$ cat src/rtl/fib_requester_pkg.sv
// Shared types and constants for the fib request sequencer.
// Imported by the requester RTL and its bench.
package fib_requester_pkg;

  typedef enum logic [1:0] {
    IDLE,
    ISSUE,
    WAIT_ACK,
    WAIT_REL
  } state_t;

  localparam int N_IN_DEF  = 7;
  localparam int N_OUT_DEF = 64;

  localparam logic [63:0] FIB_0 = 64'd0;
  localparam logic [63:0] FIB_1 = 64'd1;

endpackage

$ cat src/rtl/fib_requester_if.sv
// Responder req/ack link plus the (n, result) output stream.
// master = requester side, slave = responder/sink side.
interface fib_requester_if
  import fib_requester_pkg::*;
#(
  parameter int N_IN  = N_IN_DEF,
  parameter int N_OUT = N_OUT_DEF
) ();

  logic             req;
  logic [N_IN-1:0]  n;
  logic             ack;
  logic [N_OUT-1:0] result;

  logic             out_valid;
  logic             out_ready;
  logic [N_IN-1:0]  out_n;
  logic [N_OUT-1:0] out_result;

  modport master (
    output req, n,
    input  ack, result,
    output out_valid, out_n, out_result,
    input  out_ready
  );

  modport slave (
    input  req, n,
    output ack, result,
    input  out_valid, out_n, out_result,
    output out_ready
  );

endinterface

$ cat src/rtl/fib_req_fifo.sv
// Two-entry synchronous FIFO buffering captured (n, result) pairs.
// Push and pop may occur in the same cycle.
module fib_req_fifo #(
  parameter int W = 71
) (
  input  logic         clk,
  input  logic         rst,
  input  logic         push,
  input  logic         pop,
  input  logic [W-1:0] din,
  output logic [W-1:0] dout,
  output logic         full,
  output logic         empty
);

  logic [W-1:0] mem [2];
  logic         wp;
  logic         rp;
  logic [1:0]   cnt;

  always_ff @(posedge clk) begin
    if (push) mem[wp] <= din;
  end

  always_ff @(posedge clk) begin
    if (rst) begin
      wp  <= 1'b0;
      rp  <= 1'b0;
      cnt <= 2'd0;
    end else begin
      if (push) wp <= ~wp;
      if (pop)  rp <= ~rp;
      unique case ({push, pop})
        2'b10:   cnt <= cnt + 2'd1;
        2'b01:   cnt <= cnt - 2'd1;
        default: cnt <= cnt;
      endcase
    end
  end

  assign dout  = mem[rp];
  assign full  = (cnt == 2'd2);
  assign empty = (cnt == 2'd0);

endmodule

$ cat src/rtl/fib_requester.sv
// Sweeps n over [n_first, n_last] using a four-phase req/ack link
// and streams each (n, fib(n)) pair out through a 2-deep FIFO.
module fib_requester
  import fib_requester_pkg::*;
#(
  parameter int N_IN    = N_IN_DEF,
  parameter int N_OUT   = N_OUT_DEF,
  parameter int TIMEOUT = 1024
) (
  input  logic            clk,
  input  logic            rst,
  input  logic            start,
  input  logic [N_IN-1:0] n_first,
  input  logic [N_IN-1:0] n_last,
  output logic            busy,
  output logic            done,
  output logic            err,
  fib_requester_if.master bus
);

  localparam int CW = (TIMEOUT > 2) ? $clog2(TIMEOUT) : 1;
  localparam int W  = N_IN + N_OUT;

  state_t          state;
  state_t          state_nx;
  logic [N_IN-1:0] cur;
  logic [N_IN-1:0] last;
  logic [N_IN-1:0] n_q;
  logic            req_q;
  logic [CW-1:0]   cnt;
  logic            tmo;

  logic go;
  logic nogo;
  logic issue;
  logic capture;
  logic advance;
  logic finish;
  logic abort;

  logic         full;
  logic         empty;
  logic         pop;
  logic [W-1:0] head;

  assign tmo = (cnt == CW'(TIMEOUT - 1));

  always_ff @(posedge clk) begin
    if (rst) state <= IDLE;
    else     state <= state_nx;
  end

  always_comb begin
    state_nx = state;
    unique case (state)
      IDLE:
        if (start && n_first <= n_last)
          state_nx = ISSUE;
      ISSUE:
        if (!full && !bus.ack)
          state_nx = WAIT_ACK;
      WAIT_ACK:
        if (bus.ack)  state_nx = WAIT_REL;
        else if (tmo) state_nx = IDLE;
      WAIT_REL:
        if (!bus.ack)
          state_nx = (cur == last) ? IDLE : ISSUE;
        else if (tmo)
          state_nx = IDLE;
      default: state_nx = IDLE;
    endcase
  end

  always_comb begin
    go      = 1'b0;
    nogo    = 1'b0;
    issue   = 1'b0;
    capture = 1'b0;
    advance = 1'b0;
    finish  = 1'b0;
    abort   = 1'b0;
    unique case (state)
      IDLE: begin
        go   = start && (n_first <= n_last);
        nogo = start && (n_first > n_last);
      end
      ISSUE:
        issue = !full && !bus.ack;
      WAIT_ACK: begin
        capture = bus.ack;
        abort   = !bus.ack && tmo;
      end
      WAIT_REL: begin
        finish  = !bus.ack && (cur == last);
        advance = !bus.ack && (cur != last);
        abort   = bus.ack && tmo;
      end
      default: ;
    endcase
  end

  always_ff @(posedge clk) begin
    if (rst) begin
      req_q <= 1'b0;
      n_q   <= '0;
      cur   <= '0;
      last  <= '0;
      busy  <= 1'b0;
      done  <= 1'b0;
      err   <= 1'b0;
      cnt   <= '0;
    end else begin
      done <= nogo | finish | abort;
      if (go | nogo) err <= 1'b0;
      if (abort)     err <= 1'b1;
      if (go) begin
        cur  <= n_first;
        last <= n_last;
        busy <= 1'b1;
      end
      if (finish | abort) busy <= 1'b0;
      if (issue) begin
        req_q <= 1'b1;
        n_q   <= cur;
      end
      if (capture | abort) req_q <= 1'b0;
      if (advance) cur <= cur + 1'b1;
      // counter restarts on entry to either wait state
      if (issue | capture)
        cnt <= '0;
      else if ((state == WAIT_ACK || state == WAIT_REL) && !tmo)
        cnt <= cnt + 1'b1;
    end
  end

  assign bus.req = req_q;
  assign bus.n   = n_q;

  assign pop = !empty && bus.out_ready;

  fib_req_fifo #(
    .W(W)
  ) u_fifo (
    .clk   (clk),
    .rst   (rst),
    .push  (capture),
    .pop   (pop),
    .din   ({cur, bus.result}),
    .dout  (head),
    .full  (full),
    .empty (empty)
  );

  assign bus.out_valid = !empty;
  assign {bus.out_n, bus.out_result} = head;

endmodule

$ cat src/flat_wrapper.sv
// flat-port wrapper written by rule: the top's interface ports become plain ports
module fib_requester_flat import fib_requester_pkg::*;
#(
  parameter int N_IN    = N_IN_DEF,
  parameter int N_OUT   = N_OUT_DEF,
  parameter int TIMEOUT = 1024
)
  (clk, rst, start, n_first, n_last, busy, done, err, bus_req, bus_n, bus_ack, bus_result, bus_out_valid, bus_out_n, bus_out_result, bus_out_ready);
  fib_requester_if #(.N_IN(N_IN), .N_OUT(N_OUT)) bus_i ();
  input  logic clk;
  input  logic rst;
  input  logic start;
  input  logic [N_IN-1:0] n_first;
  input  logic [N_IN-1:0] n_last;
  output logic busy;
  output logic done;
  output logic err;
  output wire logic [$bits(bus_i.req)-1:0] bus_req;
  output wire logic [$bits(bus_i.n)-1:0] bus_n;
  input wire logic [$bits(bus_i.ack)-1:0] bus_ack;
  input wire logic [$bits(bus_i.result)-1:0] bus_result;
  output wire logic [$bits(bus_i.out_valid)-1:0] bus_out_valid;
  output wire logic [$bits(bus_i.out_n)-1:0] bus_out_n;
  output wire logic [$bits(bus_i.out_result)-1:0] bus_out_result;
  input wire logic [$bits(bus_i.out_ready)-1:0] bus_out_ready;
  assign bus_req = bus_i.req;
  assign bus_n = bus_i.n;
  assign bus_i.ack = bus_ack;
  assign bus_i.result = bus_result;
  assign bus_out_valid = bus_i.out_valid;
  assign bus_out_n = bus_i.out_n;
  assign bus_out_result = bus_i.out_result;
  assign bus_i.out_ready = bus_out_ready;
  fib_requester #(.N_IN(N_IN), .N_OUT(N_OUT), .TIMEOUT(TIMEOUT)) u_core (.clk(clk), .rst(rst), .start(start), .n_first(n_first), .n_last(n_last), .busy(busy), .done(done), .err(err), .bus(bus_i));
endmodule
$ cat config.mk
export PLATFORM = sky130hd
export DESIGN_NAME = fib_requester_flat
export DESIGN_NICKNAME = d
export VERILOG_FILES = /design/src/rtl/fib_requester_pkg.sv /design/src/rtl/fib_requester_if.sv /design/src/rtl/fib_req_fifo.sv /design/src/rtl/fib_requester.sv /design/src/flat_wrapper.sv
export SDC_FILE = /design/constraint.sdc
export NUM_CORES = 1
export LEC_CHECK = 0
export CORE_UTILIZATION = 35
export CTS_CLUSTER_DIAMETER = 30
export CTS_CLUSTER_SIZE = 40
export DETAILED_ROUTE_END_ITERATION = 10
export GPL_TIMING_DRIVEN = 0
export MAX_ROUTING_LAYER = met4
export PLACE_DENSITY = 0.64
export SKIP_LAST_GASP = 1
export SYNTH_ARGS = -nofsm -noshare
export SYNTH_HDL_FRONTEND = slang
export SYNTH_SLANG_ARGS = --single-unit
$ cat constraint.sdc
create_clock -name clk -period 10 [get_ports clk]
set_input_delay 1 -clock clk [delete_from_list [all_inputs] [get_ports clk]]
set_output_delay 1 -clock clk [all_outputs]
set_load 0.02 [all_outputs]
### After elaboration in Yosys (flattened, before gate mapping)

Memories as Yosys holds them, arrays and structs flattened. A register that Yosys moved wholly into a read port is not among the register bits.
Index checks and enable logic that the tools add are counted.

* bitwise gates (word level): 8
* reduce and logical (&&, ||, !) cells: 23
* order comparisons: 2
* multiplexer cells: 23
* eq/ne operators: 11
* add/sub/neg operators: 4

Operators by type and width (number)
* 7-bit two-way mux: 2
* 1-bit two-way mux: 13
* 10-bit by 1-bit adder with 10-bit output (second input constant): 1
* 10-bit == test (second input constant): 1
* 2-bit two-way mux: 5
* 1-bit logical AND: 9
* 2-bit == test (second input constant): 4
* 2-bit case mux with 4 select lines: 1
* 7-bit by 1-bit adder with 7-bit output (second input constant): 1
* 7-bit == test: 1
* 7-bit > comparator: 1
* 7-bit less-or-equal comparator: 1
* 7-bit != test: 1
* 1-bit OR: 6
* 2-bit nonzero test: 3
* 2-bit OR reduction: 3
* 2-bit by 1-bit == test with 1-bit output (second input constant): 2
* 1-bit zero test: 4
* 2-bit zero test: 2
* 2-bit by 1-bit != test with 1-bit output (second input constant): 2
* 2-bit case mux with 2 select lines: 1
* 2-bit by 1-bit adder with 2-bit output (second input constant): 1
* 1-bit inverter: 2
* 1-bit case mux with 2 select lines: 1
* other kinds (3): 3

* logic and storage cells: 84
* memories kept: 1
* bits in writable memories: 142
* register bits: 41

Memory list
* u_core.u_fifo.mem: words 2, bits a word 71, rd ports 1, clocked after Yosys merged registers in 1, wr ports 1, RTL line fib_req_fifo.sv:16 `logic [W-1:0] mem [2];`

### Depth between registers and ports, before layout

Gate-level depths: netlist (run 1).

* word-level depth: 6
* mapped depth: 8
* gate-level depth less buffers: 7

### Modules after synthesis

From an unflattened synthesis (run 1), not the netlist that was laid out.

* cells, all modules: 473
* area, all modules: 7249.5 µm²

Modules (own cells, without submodules)
* fib_req_fifo: cells an instance 243, times used 1, area an instance 5308.8 µm²
* fib_requester: cells an instance 230, times used 1, area an instance 1940.6 µm²

### Worst setup path after synthesis (run 1)

OpenSTA, ideal clock, no wires.

* kind: input port to flip-flop
* start point: input bus_ack
* end point: memory u_core.u_fifo.mem[0][0] (enable)
* slack: 4.950 ns
* path buffers: 1
* data arrival time: 4.549 ns
* stages on the path: 5
* required time: 9.499 ns
* path through: buf_2 > nand2_1 > nor2_1 > inv_1 > nor2_1

* cells in the longest elaborated chain, start to end: 3

Ends and longest elaborated chain
* from (decl): RTL line flat_wrapper.sv:20 `input wire logic [$bits(bus_i.ack)-1:0] bus_ack;`
* 1-bit two-way mux: RTL line fib_requester.sv:82 `unique case (state)`
* 1-bit two-way mux: RTL line fib_req_fifo.sv:22 `if (push) mem[wp] <= din;`
* 1-bit two-way mux (implied by the code): RTL line fib_req_fifo.sv:22
* to (decl): RTL line fib_req_fifo.sv:16

Every way passes these cells.

==> metrics.txt, run 1 <==
Hold Crit Endpoint=u_core.last[1]$_SDFFE_PP0P_; reg2reg start=u_core.state[1]$_SDFFE_PP0P_; Mapped Avg Cell Area=15.2 sq um; Vias=4560; DPL Wire Length=11200 microns; Final setup viols=0; TritonCTS clock tree=done; Worst Path Required=9000 ps; Critical Path Max Stage Delay=around 590 ps; unrepaired setup endpoints after global routing=false; power density cells=171 nW/um^2; worst slew pin tran=836 ps; Clock Latency Late Sink=roughly 420 ps; DR DRC count=0; wirelength, routed=15800 microns; post-synthesis sequential area ratio=69.6%; nets@finish=762; most frequent CP cell=clkbuf_1; crit-path max FO=10; final instance area=9980 sq um; Area growth syn-to-layout=36.0%; minimum clock period after layout=3680 ps; Mapped Cells=483; row count=52; Max-slew headroom=44.1%; Mapped Area=7340 sq um; area of the multi-input gates=~2100 sq um; number of H-tree levels=4; initial antenna violation count=0; Hold Crit Class=reg2reg; crit end category=output port; hold depth=2; vias per inst=4.79; period utilization=approximately 37%; Starting Density=36.0%; worst hold path startpoint=u_core.last[1]$_SDFFE_PP0P_; First DRT Iteration DRCs=270; Placer Congestion=0.841; largest net degree at the start of global routing=41; postcts setup bufs=0; Ports=approximately 170; total track usage=15.5%; CTS Hold Bufs=0; Pins Over Slew Limit=0; Port Buffers=approximately 160; Peak VDD IR=107 uV; Die Ht=147 microns; Leak=0.00339 uW; Hold WS=473 ps; TritonCTS Buffers=17; die area=21600 sq um; core area=20400 sq um; Critical Path Start Type=flop; DP Worst Slack=6640 ps; maxcap violations=0; first-pass GRT wire length=25000 microns; length in cells of the worst reg-to-reg path=6; RR Endpoint=u_core.u_fifo.mem[0][43]$_DFFE_PP_; ANT cells=0; Setup TNS=0 ps; fillers=~1800; r2r setup slk=7590 ps; vias in the first global route=4767; Placed Instance Area=9400 sq um; post-synthesis register bit count=184; slowest stage cell, crit path=clkdlybuf4s50_1; clk sinks=184; Post-Syn Nets=576; WL/cell=approximately 17 microns; CTS resizes=0; Chip Width=147 microns; ANT nets after route=0; Longest Clk Path Bufs=2; synthesis warning total=0; kind of critical path=reg2out; CP arrival=2680 ps; clk root buf=clkbuf_16; clk slew on worst S/H paths=70 ps; Post-synth EDFFs=~140; status=completed; crit-path leading delay family=buffers and inverters; Async SR Flop Fraction=0%; layout cells sized above 1=between 10% and 20%; Critical Path, Cell by Cell=clkbuf_1 -> clkbuf_1 -> mux2_2 -> clkdlybuf4s50_1; final worst slack=6320 ps; Buf/Inv on CP=3; Netlist cell types=58; gr ovfl total=0; drt first pass iters=6; Peak Freq=272 MHz; Clock Skew=9.94 ps; Final Hold Viols=0; ys flop type=edfxtp_1; sequential cell area=5100 sq um; post-layout util=between 40% and 50%
==> how the worst max path moves through the flow <==
stage | end | from | cells after the start | slack [ps]
after CTS | bus_out_result[21] | flop | 4 | 6160
after floorplan | u_core.u_fifo.mem[0][0]$_DFFE_PP_ | bus_ack | 5 | 4950
after global placement | u_core.u_fifo.mem[0][14]$_DFFE_PP_ | bus_ack | 5 | 3040
after global routing | bus_out_n[5] | flop | 4 | 6070
final | bus_out_result[21] | flop | 4 | 6320
after detailed placement | bus_out_result[21] | flop | 4 | 6640
==> logic make-up after synthesis <==
| family | after synthesis | share of synthesized area (%) |
|---|---|---|
| compound gates | 52 | 4.99 |
| mux | 79 | 12.0 |
| simple gates | 106 | 7.36 |
| flops | 184 | 69.6 |
| buf+inv | 31 | 1.86 |
| fa+ha+maj | 11 | 1.84 |
| xor+xnor | 20 | 2.39 |
==> state kept, by name, indices dropped and copies added (netlist names), named ones only <==
signal and count:
u_core.u_fifo.cnt 2, u_core.err 1, u_core.u_fifo.wp 1, u_core.busy 1
u_core.bus.req 1, u_core.done 1, u_core.last 7, u_core.cur 7
u_core.bus.n 7, u_core.cnt 10, u_core.u_fifo.rp 1, u_core.u_fifo.mem 142
u_core.state 2
==> tightest hold or removal path, stage by stage (launching register included) <==
cell,delay (ps)
dfxtp_1,320
nand2_1,60
a21oi_1,50
==> cell usage after synthesis, types with 4 or more instances <==
cell      count  area (sq um)
edfxtp_1    142          4260
mux2_2       71           800
dfxtp_1      42           841
nand2_1      31           116
nor2_1       29           109
a21oi_1      18          90.1
xnor2_1      14           123
inv_1        13          48.8
clkbuf_1     10          37.5
ha_1         10           125
nand3_1      10          50.1
and2_1        7          43.8
mux2i_1       7          70.1
o21ai_0       7          35.0
nand4_1       6          37.5
xor2_1        6          52.6
buf_2         4          20.0
==> layout by cell type, fill, tap and decap left out, types with 3 or more instances in the layout <==
cell and n:
clkbuf_1 11, inv_8 5, dfxtp_1 42, ha_1 10, mux2_2 71, buf_2 4, nand4_1 6, clkdlybuf4s50_1 164
clkbuf_16 17, nor2_1 28, and3_1 3, nand3_1 10, a21oi_1 18, or3_1 3, clkinv_4 4, inv_1 13
xor2_1 6, mux2i_1 7, o21ai_0 7, and2_1 6, nand2_1 31, xnor2_1 14, o31a_1 3, edfxtp_1 142
==> power breakdown <==
group	total, uW	internal, uW	switching [uW]
sequential	849	838	11.3
clock	659	356	303
combinational	198	103	95.0
total	1710	1300	409
==> area by class of cell <==
cell class,instances,area share [%]
repair buffers,167,17.1
clock inverters,14,1.59
flip-flops and latches,184,51.1
well taps,270,3.38
plain buffers,17,0.840
multi-input cells,268,21.1
clock buffers,18,4.30
inverters,14,0.526
==> layer usage <==
layer  track usage (%)  share of wire, %
met1              18.8                45
met2              25.4                48
met3              3.35               5.5
met4              5.89               1.4
met5                 -                 0
==> per-stage QoR <==
step,power [uW],cells
final,1710,952
after floorplan,968,483
after detailed placement,1070,920
after global placement,1060,917
after global routing,1770,952
after CTS,1730,952
Power figures use the tool's default switching activity.
==> run 2: changes to the inputs <==
==> constraint.sdc (replaced) <==
create_clock -name clk -period 3.81 [get_ports clk]
set_input_delay 0.381 -clock clk [delete_from_list [all_inputs] [get_ports clk]]
set_output_delay 0.381 -clock clk [all_outputs]
set_load 0.02 [all_outputs]
==> run 2 against run 1 <==
  * Sequential power rose to 2.6 times the previous value
  * Clock skew up 3.3 ps
  * Worst hold slack worse by 83 ps
==> metrics.txt, run 2 (synthesized netlist as in run 1, its figures left out) <==
status=completed; layout cells sized above 1=18.6% (unchanged); drt first pass iters=4 (-2); vias in the first global route=4701 (-1.4%); reg2reg start=u_core.state[1]$_SDFFE_PP0P_; Max-slew headroom=59.1% (+15 points); power density cells=446 nW/um^2 (+160%); Placer Congestion=0.944 (+12%); initial antenna violation count=0 (unchanged); Ports=166 (unchanged); length in cells of the worst reg-to-reg path=6 (unchanged); power after layout=4450 uW (+160%); number of H-tree levels=4 (unchanged); unrepaired setup endpoints after global routing=false; top flop regs=u_core.u_fifo.mem (142), u_core.cnt (10); CP arrival=2720 ps (+40 ps); commonest non-fill, non-tap cell in the layout=clkdlybuf4s50_1; DP Worst Slack=1080 ps (-5560 ps); Largest Register=u_core.u_fifo.mem; fillers=1764 (+0.51%); final instance area=9980 sq um (about the same); Worst Path Required=3430 ps (-5570 ps); Leak=0.00339 uW (about the same); clk slew on worst S/H paths=70 ps (about the same); Clock Skew=13.3 ps (+3.33 ps); Pins Over Slew Limit=0 (unchanged); worst slew pin tran=613 ps (-223 ps); DR DRC count=0 (unchanged); Peak Freq=~320 MHz; Hold Crit Class=in2reg; Vias=4559 (-0.022%); Chip Width=147 microns (unchanged); ANT nets after route=0 (unchanged); Placed Instance Area=9400 sq um (unchanged); die area=21600 sq um (unchanged); TritonCTS Buffers=17 (unchanged); Final setup viols=0 (unchanged); ANT cells=0 (unchanged); Peak VDD IR=278 uV (+160%); minimum clock period after layout=3100 ps; CTS Hold Bufs=0 (unchanged); RR Endpoint=u_core.u_fifo.mem[0][0]$_DFFE_PP_; worst hold path startpoint=bus_ack; row count=52 (unchanged); hold depth=3 (+1); post-layout util=49.0% (about the same); crit end category=output port; Hold WS=390 ps (-82.5 ps); largest net degree at the start of global routing=45 (+9.8%); wirelength, routed=15600 microns (-1.4%); First DRT Iteration DRCs=202 (-25%); Port Buffers=164 (unchanged); kind of critical path=reg2out; commonest cells after routing, fill and taps aside=164 x clkdlybuf4s50_1, 142 x edfxtp_1, 71 x mux2_2, 42 x dfxtp_1, 31 x nand2_1; r2r setup slk=1610 ps (-5980 ps); clk root buf=clkbuf_16; total track usage=15.2% (-0.35 points); vias per inst=4.79 (about the same); max reg flops=142 (unchanged); Final Hold Viols=0 (unchanged); maxcap violations=0 (unchanged); CTS resizes=0 (unchanged); period utilization=slightly above 80%; final worst slack=710 ps (-5610 ps); WL/cell=16.3 microns (-1.4%); Hold Crit Endpoint=u_core.state[0]$_SDFFE_PP0P_; postcts setup bufs=0 (unchanged); first-pass GRT wire length=24500 microns (-1.8%); Starting Density=36.0% (unchanged); Area growth syn-to-layout=36.0% (about the same); nets@finish=762 (unchanged); gr ovfl total=0 (unchanged); clk sinks=184 (unchanged); crit-path max FO=10 (unchanged); Critical Path Start Type=flop; Die Ht=147 microns (unchanged); core area=20400 sq um (unchanged); Longest Clk Path Bufs=2 (unchanged); DPL Wire Length=11000 microns (-1.3%); TritonCTS clock tree=done; Clock Latency Late Sink=420 ps (about the same)
[run 2: changes by cell type in the layout (fill, tap and decap cells not counted), moves of 3 or more]
cell / change
clkbuf_16: +3
inv_6: +3
clkinv_2: +3
inv_8: -4
clkinv_4: -4
[run 2: critical path: stages (launching register included)]
cell	delay, ps
dfxtp_1	300
clkbuf_1	470
clkbuf_1	540
mux2_2	410
clkdlybuf4s50_1	570
[run 2: worst max-delay path by stage]
stage | to | slack (ps) | depth (start not counted)
detailed placement | bus_out_result[34] | 1080 | 4
floorplan | u_core.u_fifo.mem[0][0]$_DFFE_PP_ | 570 | 5
global route | bus_out_result[34] | 540 | 4
finish | bus_out_result[34] | 710 | 4
CTS | bus_out_result[34] | 600 | 4
global placement | u_core.u_fifo.mem[0][4]$_DFFE_PP_ | -690 | 5
[run 2: layout make-up]
cell class / instances / area, sq um / area share (%)
multi-input cells: 268 / 2110 / 21.1
well taps: 270 / 338 / 3.38
clock buffers: 22 / 508 / 5.09
flip-flops and latches: 184 / 5100 / 51.1
plain buffers: 17 / 83.8 / 0.840
inverters: 14 / 52.6 / 0.526
clock inverters: 10 / 77.6 / 0.777
repair buffers: 167 / 1710 / 17.1
[run 2: power by group]
group	switching, uW	internal, uW	leakage, uW
combinational	246	270	0.00148
sequential	29.2	2200	0.00162
clock	743	965	0.000289
total	1020	3430	0.00339
[run 2: per-stage QoR]
step,TNS (ps),cells
global route,0,952
finish,0,952
detailed placement,0,920
global placement,-68540,917
CTS,0,952
floorplan,0,483
[run 2: layer usage]
layer  vias up  global-route usage, %  share of wire [%]
met5         -                      -                  0
met4         0                   5.47                1.6
met3        21                   3.51                5.6
met2       151                   25.2                 49
met1      2203                   18.1                 44
li1       2184                      -                  -
==> run 3: changes to the inputs <==
--- a/config.mk
+++ b/config.mk
@@ -11,7 +11,7 @@
 export DETAILED_ROUTE_END_ITERATION = 10
 export GPL_TIMING_DRIVEN = 0
 export MAX_ROUTING_LAYER = met4
-export PLACE_DENSITY = 0.64
+export PLACE_DENSITY = 0.66
 export SKIP_LAST_GASP = 1
 export SYNTH_ARGS = -nofsm -noshare
 export SYNTH_HDL_FRONTEND = slang
==> constraint.sdc (replaced) <==
create_clock -name clk -period 2.7 [get_ports clk]
set_input_delay 0.27 -clock clk [delete_from_list [all_inputs] [get_ports clk]]
set_output_delay 0.27 -clock clk [all_outputs]
set_load 0.02 [all_outputs]
==> run 3 against run 2 <==
  * Worst setup slack worse by 500 ps
  * Core utilization down 0.11 points
  * Worst hold slack worse by 120 ps
  * Total power up 40%
==> metrics.txt, run 3 (synthesized netlist as in run 1, its figures left out) <==
status=completed; Worst Path Required=2430 ps (-1000 ps); clk sinks=184 (unchanged); core area=20400 sq um (unchanged); Chip Width=147 microns (unchanged); commonest non-fill, non-tap cell in the layout=clkdlybuf4s50_1; DPL Wire Length=11400 microns (+3.1%); vias in the first global route=4778 (+1.6%); layout cells sized above 1=19.8% (+1.2 points); worst slew pin tran=562 ps (-50.8 ps); number of H-tree levels=4 (unchanged); Critical Path Start Type=flop; max reg flops=142 (unchanged); commonest cells after routing, fill and taps aside=164 x clkdlybuf4s50_1, 142 x edfxtp_1, 71 x mux2_2, 41 x dfxtp_1, 31 x nand2_1; slowest stage cell, crit path=clkdlybuf4s50_1; length in cells of the worst reg-to-reg path=6 (unchanged); post-layout util=48.9% (-0.11 points); ANT cells=0 (unchanged); Largest Register=u_core.u_fifo.mem; Critical Path Max Stage Delay=570 ps (about the same); first-pass GRT wire length=25400 microns (+3.6%); period utilization=just over 90%; die area=21600 sq um (unchanged); total track usage=15.9% (+0.66 points); reg2reg start=u_core.state[1]$_SDFFE_PP0P_; Max-slew headroom=62.5% (+3.4 points); final worst slack=215 ps (-495 ps); r2r setup slk=440 ps (-1170 ps); Final Hold Viols=0 (unchanged); WL/cell=16.9 microns (+3.3%); Peak Freq=about 400 MHz; minimum clock period after layout=2490 ps; ANT nets after route=0 (unchanged); drt first pass iters=4 (unchanged); Port Buffers=164 (unchanged); Pins Over Slew Limit=0 (unchanged); largest net degree at the start of global routing=42 (-6.7%); clk root buf=clkbuf_16; DP Worst Slack=68.2 ps (-1010 ps); wirelength, routed=16000 microns (+3.2%); Final setup viols=0 (unchanged); gr ovfl total=0 (unchanged); maxcap violations=0 (unchanged); vias per inst=4.86 (+1.5%); CTS resizes=8 (+8); DR DRC count=0 (unchanged); Longest Clk Path Bufs=2 (unchanged); Die Ht=147 microns (unchanged); Clock Skew=9.97 ps (-3.30 ps); Placer Congestion=0.937 (-0.74%); Vias=4623 (+1.4%); TritonCTS Buffers=17 (unchanged); row count=52 (unchanged); Hold WS=273 ps (-117 ps); hold depth=3 (unchanged); clk slew on worst S/H paths=70 ps (about the same); nets@finish=761 (-0.13%); CP arrival=2220 ps (-500 ps); initial antenna violation count=0 (unchanged); RR Endpoint=u_core.u_fifo.mem[0][13]$_DFFE_PP_; top flop regs=u_core.u_fifo.mem (142), u_core.cnt (10); Peak VDD IR=437 uV (+57%); kind of critical path=reg2out; Starting Density=36.0% (unchanged); Ports=166 (unchanged); crit-path max FO=10 (unchanged); unrepaired setup endpoints after global routing=false; Critical Path, Cell by Cell=clkbuf_2 -> mux2_2 -> clkdlybuf4s50_1; Setup crit end=bus_out_result[30]; Leak=0.00339 uW (about the same); Clock Latency Late Sink=430 ps (about the same); CTS Hold Bufs=0 (unchanged); crit end category=output port; postcts setup bufs=0 (unchanged); Hold Crit Class=in2reg; power density cells=626 nW/um^2 (+40%); Area growth syn-to-layout=35.7%; TritonCTS clock tree=done; First DRT Iteration DRCs=288 (+43%)
run 3: changes by cell type in the layout (fill, tap and decap cells not counted), moves of 2 or more:
cell	previous run	this run
clkbuf_2	0	7
clkbuf_1	12	3
clkinv_2	3	0
clkbuf_16	20	17
clkinv_8	0	2
clkinv_4	0	2
run 3: worst min path at each step:
stage	start	endpoint
detailed placement	u_core.last[3]$_SDFFE_PP0P_	u_core.last[3]$_SDFFE_PP0P_
global placement	u_core.last[6]$_SDFFE_PP0P_	u_core.last[6]$_SDFFE_PP0P_
floorplan	bus_result[0]	u_core.u_fifo.mem[0][0]$_DFFE_PP_
global route	bus_ack	u_core.bus.req$_SDFFE_PP0P_
finish	bus_ack	u_core.state[0]$_SDFFE_PP0P_
CTS	bus_ack	u_core.state[0]$_SDFFE_PP0P_
run 3: final cells by class:
type / count / area (sq um)
buffer: 16 / 88.8
clock buffer: 18 / 429
clock inverter: 14 / 135
fill: 1721 / 10400
inverter: 14 / 52.6
multi-input combinational: 268 / 2110
sequential: 184 / 5110
tap: 270 / 338
timing repair buffer: 167 / 1700
run 3: where the power goes:
part | internal (uW) | leakage (uW) | total [uW] | switching [uW]
Sequential | 3100 | 0.00162 | 3150 | 44.5
Clock | 1220 | 0.000269 | 2360 | 1140
Combinational | 383 | 0.00150 | 728 | 345
Total | 4710 | 0.00339 | 6240 | 1530
run 3: per-layer routing:
layer | share of wire [%] | track usage, %
met1 | 44 | 19.4
met2 | 49 | 25.6
met3 | 5.4 | 3.51
met4 | 1.7 | 6.15
met5 | 0 | -
run 3: critical path: cells and delay by family, from the launching register on:
family	cells	cell delay (ps)
buffers and inverters	2	910
flip-flops	1	500
multiplexers	1	370
run 3: per-stage QoR:
step	std cells	total power (uW)	area [sq um]	setup TNS [ps]
final	951	6240	9960	0
after global routing	951	6480	9960	0
after CTS	951	6300	9960	0
after detailed placement	920	3940	9390	0
after global placement	917	3920	9330	-49000
after floorplan	483	3580	7350	0
